==> config.mk <==
export PLATFORM = sky130hd
export DESIGN_NAME = regfile_wb_arbiter
export DESIGN_NICKNAME = d
export VERILOG_FILES = /design/src/rtl/regfile_pkg.sv /design/src/rtl/regfile_wb_arbiter_slot.sv /design/src/rtl/regfile_wb_arbiter.sv
export SDC_FILE = /design/constraint.sdc
export NUM_CORES = 1
export LEC_CHECK = 0
export CORE_MARGIN = 2
export CORE_UTILIZATION = 31
export DETAILED_ROUTE_END_ITERATION = 16
export PLACE_DENSITY = 0.6
export REMOVE_ABC_BUFFERS = 1
export SYNTH_ARGS = -nofsm -noshare
export SYNTH_HDL_FRONTEND = slang
export SYNTH_HIERARCHICAL = 1
export SYNTH_SLANG_ARGS = --single-unit
export TNS_END_PERCENT = 10
==> constraint.sdc <==
create_clock -name clk -period 3.2 [get_ports clk]
set_clock_uncertainty 0.2 [all_clocks]
set_input_delay 0.32 -clock clk [delete_from_list [all_inputs] [get_ports clk]]
set_output_delay 0.32 -clock clk [all_outputs]
set_load 0.05 [all_outputs]
==> src/rtl/regfile_pkg.sv <==
// Shared types and constants for the register-file write-back path.
package regfile_pkg;

    localparam logic [4:0] REG_ZERO   = 5'd0;
    localparam logic [4:0] REG_LINK   = 5'd31;
    localparam int         NUM_WB_SRC = 3;

    localparam logic [1:0] SRC_ALU  = 2'd0;
    localparam logic [1:0] SRC_MEM  = 2'd1;
    localparam logic [1:0] SRC_LINK = 2'd2;

    typedef struct packed {
        logic        valid;
        logic [4:0]  addr;
        logic [31:0] data;
    } slot_t;

    // Slot index k positions after last, wrapping over the sources.
    function automatic logic [1:0] rr_next(input logic [1:0] last,
                                           input int unsigned k);
        return 2'((32'(last) + k) % NUM_WB_SRC);
    endfunction

endpackage

==> src/rtl/regfile_wb_arbiter_slot.sv <==
// One-entry write-back holding buffer; writes to register 0 are dropped.
module wb_slot
    import regfile_pkg::*;
(
    input  logic        clk,
    input  logic        reset,
    input  logic        i_accept,
    input  logic [4:0]  i_addr,
    input  logic [31:0] i_data,
    input  logic        i_drain,
    output slot_t       o_slot
);

    slot_t r_slot;

    always_ff @(posedge clk) begin
        if (!reset) begin
            r_slot <= '0;
        end else if (i_accept) begin
            r_slot.valid <= (i_addr != REG_ZERO);
            r_slot.addr  <= i_addr;
            r_slot.data  <= i_data;
        end else if (i_drain) begin
            r_slot.valid <= 1'b0;
        end
    end

    assign o_slot = r_slot;

endmodule

==> src/rtl/regfile_wb_arbiter.sv <==
// Round-robin write-back arbiter for the register file single write port,
// with a pending-write scoreboard feeding decode-stage read stalls.
module regfile_wb_arbiter
    import regfile_pkg::*;
#(
    parameter int NUM_SRC = NUM_WB_SRC
) (
    input  logic        clk,
    input  logic        reset,
    input  logic        alu_valid,
    output logic        alu_ready,
    input  logic [4:0]  alu_addr,
    input  logic [31:0] alu_data,
    input  logic        mem_valid,
    output logic        mem_ready,
    input  logic [4:0]  mem_addr,
    input  logic [31:0] mem_data,
    input  logic        link_valid,
    output logic        link_ready,
    input  logic [31:0] link_data,
    output logic        rf_we,
    output logic [4:0]  rf_waddr,
    output logic [31:0] rf_wdata,
    input  logic [4:0]  raddr1,
    input  logic [4:0]  raddr2,
    output logic        stall1,
    output logic        stall2,
    output logic [31:0] pending,
    output logic        busy
);

    slot_t               w_slot    [NUM_SRC];
    logic [4:0]          w_addr_in [NUM_SRC];
    logic [31:0]         w_data_in [NUM_SRC];
    logic [NUM_SRC-1:0]  w_req;
    logic [NUM_SRC-1:0]  w_ready;
    logic [NUM_SRC-1:0]  w_grant;
    logic [NUM_SRC-1:0]  w_conf;
    logic [NUM_SRC-1:0]  w_occ;
    logic [1:0]          w_gidx;
    logic                w_found;
    logic [31:0]         w_pend;

    logic [1:0]          r_last;
    logic                r_we;
    logic [4:0]          r_waddr;
    logic [31:0]         r_wdata;

    assign w_req        = {link_valid, mem_valid, alu_valid};
    assign w_addr_in[0] = alu_addr;
    assign w_addr_in[1] = mem_addr;
    assign w_addr_in[2] = REG_LINK;
    assign w_data_in[0] = alu_data;
    assign w_data_in[1] = mem_data;
    assign w_data_in[2] = link_data;

    for (genvar g = 0; g < NUM_SRC; g++) begin : g_slot
        assign w_occ[g] = w_slot[g].valid;
        wb_slot u_slot (
            .clk      (clk),
            .reset    (reset),
            .i_accept (w_req[g] & w_ready[g]),
            .i_addr   (w_addr_in[g]),
            .i_data   (w_data_in[g]),
            .i_drain  (w_grant[g]),
            .o_slot   (w_slot[g])
        );
    end

    always_comb begin
        w_found = 1'b0;
        w_gidx  = '0;
        for (int k = 1; k <= NUM_SRC; k++) begin
            if (!w_found && w_occ[rr_next(r_last, k)]) begin
                w_found = 1'b1;
                w_gidx  = rr_next(r_last, k);
            end
        end
        w_grant = w_found ? (NUM_SRC'(1) << w_gidx) : '0;
    end

    // Blocking on a same-destination slot keeps per-register write order.
    always_comb begin
        w_conf  = '0;
        w_ready = '0;
        for (int i = 0; i < NUM_SRC; i++) begin
            for (int j = 0; j < NUM_SRC; j++) begin
                if (j != i && w_slot[j].valid &&
                    w_slot[j].addr == w_addr_in[i]) begin
                    w_conf[i] = 1'b1;
                end
            end
            w_ready[i] = reset & (~w_slot[i].valid | w_grant[i])
                       & ~w_conf[i];
        end
    end

    always_comb begin
        w_pend = '0;
        for (int i = 0; i < NUM_SRC; i++) begin
            if (w_slot[i].valid) begin
                w_pend[w_slot[i].addr] = 1'b1;
            end
        end
        w_pend[0] = 1'b0;
    end

    always_ff @(posedge clk) begin
        if (!reset) begin
            r_last  <= SRC_LINK;
            r_we    <= 1'b0;
            r_waddr <= '0;
            r_wdata <= '0;
        end else if (w_found) begin
            r_last  <= w_gidx;
            r_we    <= 1'b1;
            r_waddr <= w_slot[w_gidx].addr;
            r_wdata <= w_slot[w_gidx].data;
        end else begin
            r_we    <= 1'b0;
        end
    end

    assign alu_ready  = w_ready[SRC_ALU];
    assign mem_ready  = w_ready[SRC_MEM];
    assign link_ready = w_ready[SRC_LINK];
    assign rf_we      = r_we;
    assign rf_waddr   = r_waddr;
    assign rf_wdata   = r_wdata;
    assign pending    = w_pend;
    assign stall1     = w_pend[raddr1];
    assign stall2     = w_pend[raddr2];
    assign busy       = |w_occ;

endmodule
==> impl_metrics.env, run 1 <==
export IMPL_slowest_delay_ns=0.39
export IMPL_crit_path_end_kind="output port"
export IMPL_nets=1255
export IMPL_synthTopCellsByCount="dfxtp_1, mux2i_1, nor2b_1"
export IMPL_leakage_nw=4.82
export IMPL_cap_violations=0
export IMPL_grt_pass1_wl_um=41400
export IMPL_status="finished clean"
export IMPL_avgSynthCellArea_um2=9.06
export IMPL_worst_pin_slew_ns=0.756
export IMPL_synth_xor_area_share_pct=2.06
export IMPL_core_mm2=0.0270
export IMPL_grtUsageTotal_pct=18.3
export IMPL_syn_area_mm2=0.00851
export IMPL_yosys_warnings=6
export IMPL_cts_sinks=154
export IMPL_fin_util_pct=43.3
export IMPL_synth_area_leaders="dfxtp_1, mux2i_1, nor2b_1"
export IMPL_via_count=7477
export IMPL_cts_root_buf="clkbuf_16"
export IMPL_firstDrtPassIters=5
export IMPL_synth_top_family_by_area="simple AND/OR/NAND/NOR gates"
export IMPL_die_h_um=170
export IMPL_wl_per_cell_um=17.8
export IMPL_postCtsHoldBufs=0
export IMPL_drc=0
export IMPL_async_flop_share_pct=0
export IMPL_core_rowCount=60
export IMPL_cts_buffers=17
export IMPL_synthSimpleGateAreaFrac_pct=20.1
export IMPL_p_comb_share_pct=39.6
export IMPL_netlist_instances=939
export IMPL_setup_viol=0
export IMPL_io_buffers=195
export IMPL_synthDistinctLibCells=66
export IMPL_place_gp_congestion=0.891
export IMPL_clkPwrFrac_pct=27.8
export IMPL_synth_compound_area_share_pct=16.0
export IMPL_cpMaxStageDelayCell="o31a_2"
export IMPL_cts_max_level=4
export IMPL_pin_count=197
export IMPL_clk_latency_ns=0.42
export IMPL_p_seq_share_pct=32.6
export IMPL_powerDensity_mw_per_mm2=617
export IMPL_cp_max_fo=4
export IMPL_grt_max_degree=76
export IMPL_final_hold_viol_count=0
export IMPL_clkTransAtPathRegs_ns=0.06
export IMPL_synth_top_cell_by_area="dfxtp_1"
export IMPL_start_util_pct=31.6
export IMPL_die_w_um=170
export IMPL_start_kind="flop"
export IMPL_synth_seq_cells=154
export IMPL_wirelength_um=26500
export IMPL_grt_pass1_vias=7479
export IMPL_vias_per_cell=5.02
export IMPL_synth_fa_ha_area_share_pct=0.441
export IMPL_p_sw_w=0.00271
export IMPL_gr_total_overflow=0
export IMPL_synthMuxAreaShare_pct=18.5
export IMPL_cts_tree="yes"
export IMPL_whs_ns=0.114
export IMPL_syn_to_final_growth_pct=37.3
export IMPL_synthFlopType="dfxtp_1"
export IMPL_netSwitchingFraction_pct=37.6
export IMPL_fmax_mhz=319
export IMPL_intPower_w=0.00450
export IMPL_slew_headroom_pct=49.6
export IMPL_required_ns=2.68
export IMPL_clockBufferDepth=2
export IMPL_detail_route_antenna_nets=0
export IMPL_drive_gt1_share_pct=14.1
export IMPL_place_hpwl_um=18400
export IMPL_yosysMostFrequentCell="dfxtp_1"
export IMPL_period_needed_ns=3.13
export IMPL_synth_top_area_share_pct=36.2
export IMPL_antenna_found_initial=3
export IMPL_synth_yosys_seq_area_share_pct=36.2
export IMPL_crit_chain="inv_2 > ha_4 > mux2i_2 > o22ai_2 > buf_4 > o31a_2 > nand2b_1 > buf_4 > o21ai_1 > and2_4 > buf_12"
export IMPL_critPathArrivalTime_ns=2.61
export IMPL_slew_violations=0
export IMPL_fin_crit_sh_pct=97.9
export IMPL_critical_path_class="reg2out"
export IMPL_synth_edf_count=0
export IMPL_hold_path_class="in2reg"
export IMPL_die_area_mm2=0.0288
export IMPL_drt_iter0_drc=396
export IMPL_vdd_ir_drop_max_mv=0.440
export IMPL_cp_common_cell="buf_4"
## layout make-up
class	instances	area, µm²
Clock inverter	13	143
Inverter	25	93.8
Clock buffer	19	433
Timing Repair Buffer	242	2390
Fill cell	2661	15300
Multi-Input combinational cell	691	5060
Antenna cell	3	7.51
Tap cell	341	427
Sequential cell	154	3120
## cells in the final DEF, fill, tap and decap left out, drive strengths merged, types with 12 or more instances in the layout
| master | instances |
|---|---|
| mux2i | 153 |
| nor4 | 12 |
| nand3 | 18 |
| a21o | 37 |
| nand2b | 13 |
| xor2 | 12 |
| dfxtp | 154 |
| nand2 | 19 |
| inv | 28 |
| nor2 | 40 |
| o21ai | 65 |
| clkdlybuf4s50 | 179 |
| nor2b | 120 |
| o22ai | 19 |
| buf | 63 |
| clkbuf | 19 |
| nand3b | 19 |
| a21oi | 44 |
## cell families after synthesis
family,Yosys count
buffers and inverters,103
adders and majority gates,3
and+or+nand+nor,287
muxes,156
xor gates and xnor gates,20
other,2
AOI/OAI and AO/OA,214
DFF,154
## sequential cells by signal, summed over array words and instances, names as in the netlist
signal and flops:
rf_waddr 5, r_last 2, g_slot.u_slot/o_slot 114, rf_wdata 32, rf_we 1
## what timing repair did
action                     4_1_cts  5_1_grt
setup buffers                    4       10
setup endpoints to repair       16       52
gates resized for setup         29       33
pin swaps                        2        7
## path summary, 6_finish.rpt
| check | start | end | slack [ns] | depth (start not counted) |
|---|---|---|---|---|
| max reg2reg | r_last[0]$_SDFFE_PN0P_ | g_slot[0].u_slot/o_slot[15]$_SDFFE_PN0P_ | 0.17 | 13 |
| max | r_last[0]$_SDFFE_PN0P_ | alu_ready | 0.07 | 11 |
| min | reset | r_last[1]$_SDFFE_PN1P_ | 0.11 | 3 |
| min reg2reg | rf_wdata[23]$_SDFFE_PN0P_ | rf_wdata[23]$_SDFFE_PN0P_ | 0.25 | 1 |
## power by group through the flow
stage	sequential (W)	combinational (W)	clock, W
2_1_floorplan	0.00279	0.00125	0
3_3_place_gp	0.00237	0.00271	0
3_5_place_dp	0.00237	0.00272	0
4_1_cts	0.00234	0.00278	0.00206
5_1_grt	0.00238	0.00306	0.00215
6_report	0.00234	0.00285	0.00200
## metal layers
metal	vias to the layer above	part of all wire, %	global-route usage (%)
met2	271	44	29.4
li1	3708	-	-
met5	-	0	0
met3	37	9.2	6.20
met4	0	1.9	5.72
met1	3461	45	23.0
## worst max-delay path: cells and delay by family (launching register included)
kind,cells,cell delay (ns)
AND/OR/NAND/NOR,2,0.30
AO/OA/AOI/OAI,3,0.62
adder cells (fa/ha/maj),1,0.16
buffers and inverters,4,0.51
multiplexers,1,0.25
flip-flops,1,0.34
## through the flow
| stage | cells | total power (W) | setup TNS (ns) | setup slack, ns | area [µm²] |
|---|---|---|---|---|---|
| 3_3_place_gp | 1439 | 0.00508 | 0 | 0.123 | 10800 |
| 2_1_floorplan | 870 | 0.00404 | -234.22 | -2.25 | 8070 |
| 6_report | 1488 | 0.00720 | 0 | 0.0684 | 11700 |
| 5_1_grt | 1485 | 0.00758 | -0.0410 | -0.0375 | 11700 |
| 4_1_cts | 1475 | 0.00718 | 0 | 0.00392 | 11500 |
| 3_5_place_dp | 1439 | 0.00509 | 0 | 0.0134 | 10800 |
No activity file was read; power rests on OpenSTA's default activity.
==> run 2: changes to the inputs <==
--- a/config.mk
+++ b/config.mk
@@ -9,7 +9,6 @@
 export CORE_UTILIZATION = 31
 export DETAILED_ROUTE_END_ITERATION = 16
 export PLACE_DENSITY = 0.6
-export REMOVE_ABC_BUFFERS = 1
 export SYNTH_ARGS = -nofsm -noshare
 export SYNTH_HDL_FRONTEND = slang
 export SYNTH_HIERARCHICAL = 1
==> run 2 against run 1 <==
- fmax about the same
- sequential share of layout area down 0.36 points
- flip-flop and latch count unchanged
- non-clock buffer count up 7
- hold slack better by 0.089 ns
- combinational power about the same
- via count up 0.80%
- first-iteration DRC count up 7.6%
- register-to-register slack better by 0.05 ns
- design area up 1.7%
- clock power up 6%
- critical path depth down 4
- critical endpoint is now stall1
- highest routed layer unchanged
==> impl_metrics.env, run 2 (synthesis results as in run 1) <==
export IMPL_cts_buffers=17
export IMPL_die_area_mm2=0.0288
export IMPL_drc=0
export IMPL_status="finished clean"
export IMPL_wl_per_cell_um=17.6
export IMPL_final_seq_area_mm2=0.00313
export IMPL_r2r_end="rf_wdata[24]$_SDFFE_PN0P_"
export IMPL_postCtsHoldBufs=0
export IMPL_core_rowCount=60
export IMPL_clockBufferDepth=2
export IMPL_holdPathEnd="g_slot[1].u_slot/o_slot[33]$_SDFFE_PN0P_"
export IMPL_grt_pass1_wl_um=40700
export IMPL_wirelength_um=26300
export IMPL_n_fill_cell=2636
export IMPL_cts_max_level=4
export IMPL_start_util_pct=31.6
export IMPL_critPathArrivalTime_ns=2.61
export IMPL_final_hold_viol_count=0
export IMPL_clkTransAtPathRegs_ns=0.07
export IMPL_fin_crit_sh_pct=97.8
export IMPL_vdd_ir_drop_max_mv=0.394
export IMPL_cp_max_fo=6
export IMPL_vias_per_cell=5.05
export IMPL_critical_path_class="reg2out"
export IMPL_slew_violations=0
export IMPL_setup_viol=0
export IMPL_hp_start="reset"
export IMPL_period_needed_ns=3.13
export IMPL_grtUsageTotal_pct=17.9
export IMPL_final_cell_mix="clkdlybuf4s50_1, mux2i_1, dfxtp_1, nor2b_1, buf_4"
export IMPL_cts_root_buf="clkbuf_16"
export IMPL_multiInputGateArea_mm2=0.00514
export IMPL_grt_max_degree=71
export IMPL_syn_to_final_growth_pct=39.5
export IMPL_pin_count=197
export IMPL_worst_pin_slew_ns=0.765
export IMPL_cts_tree="yes"
export IMPL_antenna_found_initial=1
export IMPL_nets=1262
export IMPL_cts_sinks=154
export IMPL_via_count=7537
export IMPL_drive_gt1_share_pct=15.6
export IMPL_powerDensity_mw_per_mm2=618
export IMPL_leakage_nw=4.89
export IMPL_gr_total_overflow=0
export IMPL_fmax_mhz=320
export IMPL_slew_headroom_pct=49.0
export IMPL_whs_path_depth=2
export IMPL_grt_pass1_vias=7359
export IMPL_final_common_cell="clkdlybuf4s50_1"
export IMPL_clk_latency_ns=0.42
export IMPL_cap_violations=0
export IMPL_place_gp_congestion=0.871
export IMPL_crit_path_end_kind="output port"
export IMPL_start_kind="flop"
export IMPL_required_ns=2.68
export IMPL_drt_iter0_drc=426
export IMPL_fin_util_pct=44.0
export IMPL_io_buffers=195
export IMPL_r2r_setup_slack_ns=0.22
export IMPL_rsz0062_at_grt="yes"
export IMPL_whs_ns=0.203
export IMPL_largest_register_ffs=114
export IMPL_worstReg2RegStart="r_last[0]$_SDFFE_PN0P_"
export IMPL_core_mm2=0.0270
export IMPL_detail_route_antenna_nets=0
export IMPL_reg2reg_depth=11
export IMPL_place_hpwl_um=18500
export IMPL_die_h_um=170
export IMPL_die_w_um=170
export IMPL_hold_path_class="in2reg"
export IMPL_firstDrtPassIters=5
## run 2: changes by cell type in the layout (fill, tap and decap cells not counted), moves of 4 or more
cell / change
buf_4: +4
dfxtp_2: -5
clkinv_2: -4
dfxtp_4: +4
## run 2: worst max path at each step
stage	startpoint	cells after the start	endpoint
after floorplan	r_last[0]$_SDFFE_PN0P_	16	g_slot[1].u_slot/o_slot[24]$_SDFFE_PN0P_
after global placement	g_slot[0].u_slot/o_slot[37]$_SDFFE_PN0P_	8	stall1
after detailed placement	r_last[0]$_SDFFE_PN0P_	12	g_slot[0].u_slot/o_slot[1]$_SDFFE_PN0P_
after CTS	g_slot[1].u_slot/o_slot[35]$_SDFFE_PN0P_	8	stall1
after global routing	g_slot[1].u_slot/o_slot[37]$_SDFFE_PN0P_	8	stall1
final	g_slot[2].u_slot/o_slot[37]$_SDFFE_PN0P_	7	stall1
## run 2: routing by layer
metal | GRT usage [%] | vias to the layer above | share of wire [%]
met5 | 0 | - | 0
met2 | 29.0 | 262 | 45
met3 | 4.90 | 28 | 7.6
li1 | - | 3716 | -
met1 | 23.4 | 3531 | 46
met4 | 5.02 | 0 | 1.4
## run 2: per-stage QoR
step	setup slack, ns	TNS [ns]	instances	area [µm²]	total power (W)
after floorplan	-0.132	-2.52	948	8550	0.00418
after global placement	0.154	0	1442	10800	0.00509
after detailed placement	0.0146	0	1442	10800	0.00512
after CTS	0.00272	0	1472	11600	0.00734
after global routing	-0.0175	-0.0240	1490	11900	0.00770
final	0.0709	0	1491	11900	0.00733
## run 2: worst max-delay path, cell delays in order, from the launching register on
cell and delay, ns:
dfxtp_1 0.35, or3b_4 0.32, o22a_1 0.17, o21ai_1 0.13
mux4_2 0.48, o21a_1 0.19, a311o_1 0.39, buf_12 0.16
## run 2: final cells by class
class | instances | share of cell area [%]
diodes | 1 | 0.0211
well taps | 341 | 3.59
inverters | 25 | 0.791
multi-input cells | 691 | 43.3
clock inverters | 11 | 1.34
clock buffers | 19 | 3.82
repair buffers | 249 | 20.7
flip-flops and latches | 154 | 26.4
## run 2: repair_timing
action,in CTS,in global routing
pin swaps,0,9
endpoints found under the setup margin,11,9
gates resized for setup,33,40
setup buffers,0,18
## run 2: report_power, final
| part | switching, W | internal (W) |
|---|---|---|
| Combinational | 0.00169 | 0.00119 |
| Sequential | 0.000169 | 0.00216 |
| Clock | 0.000845 | 0.00128 |
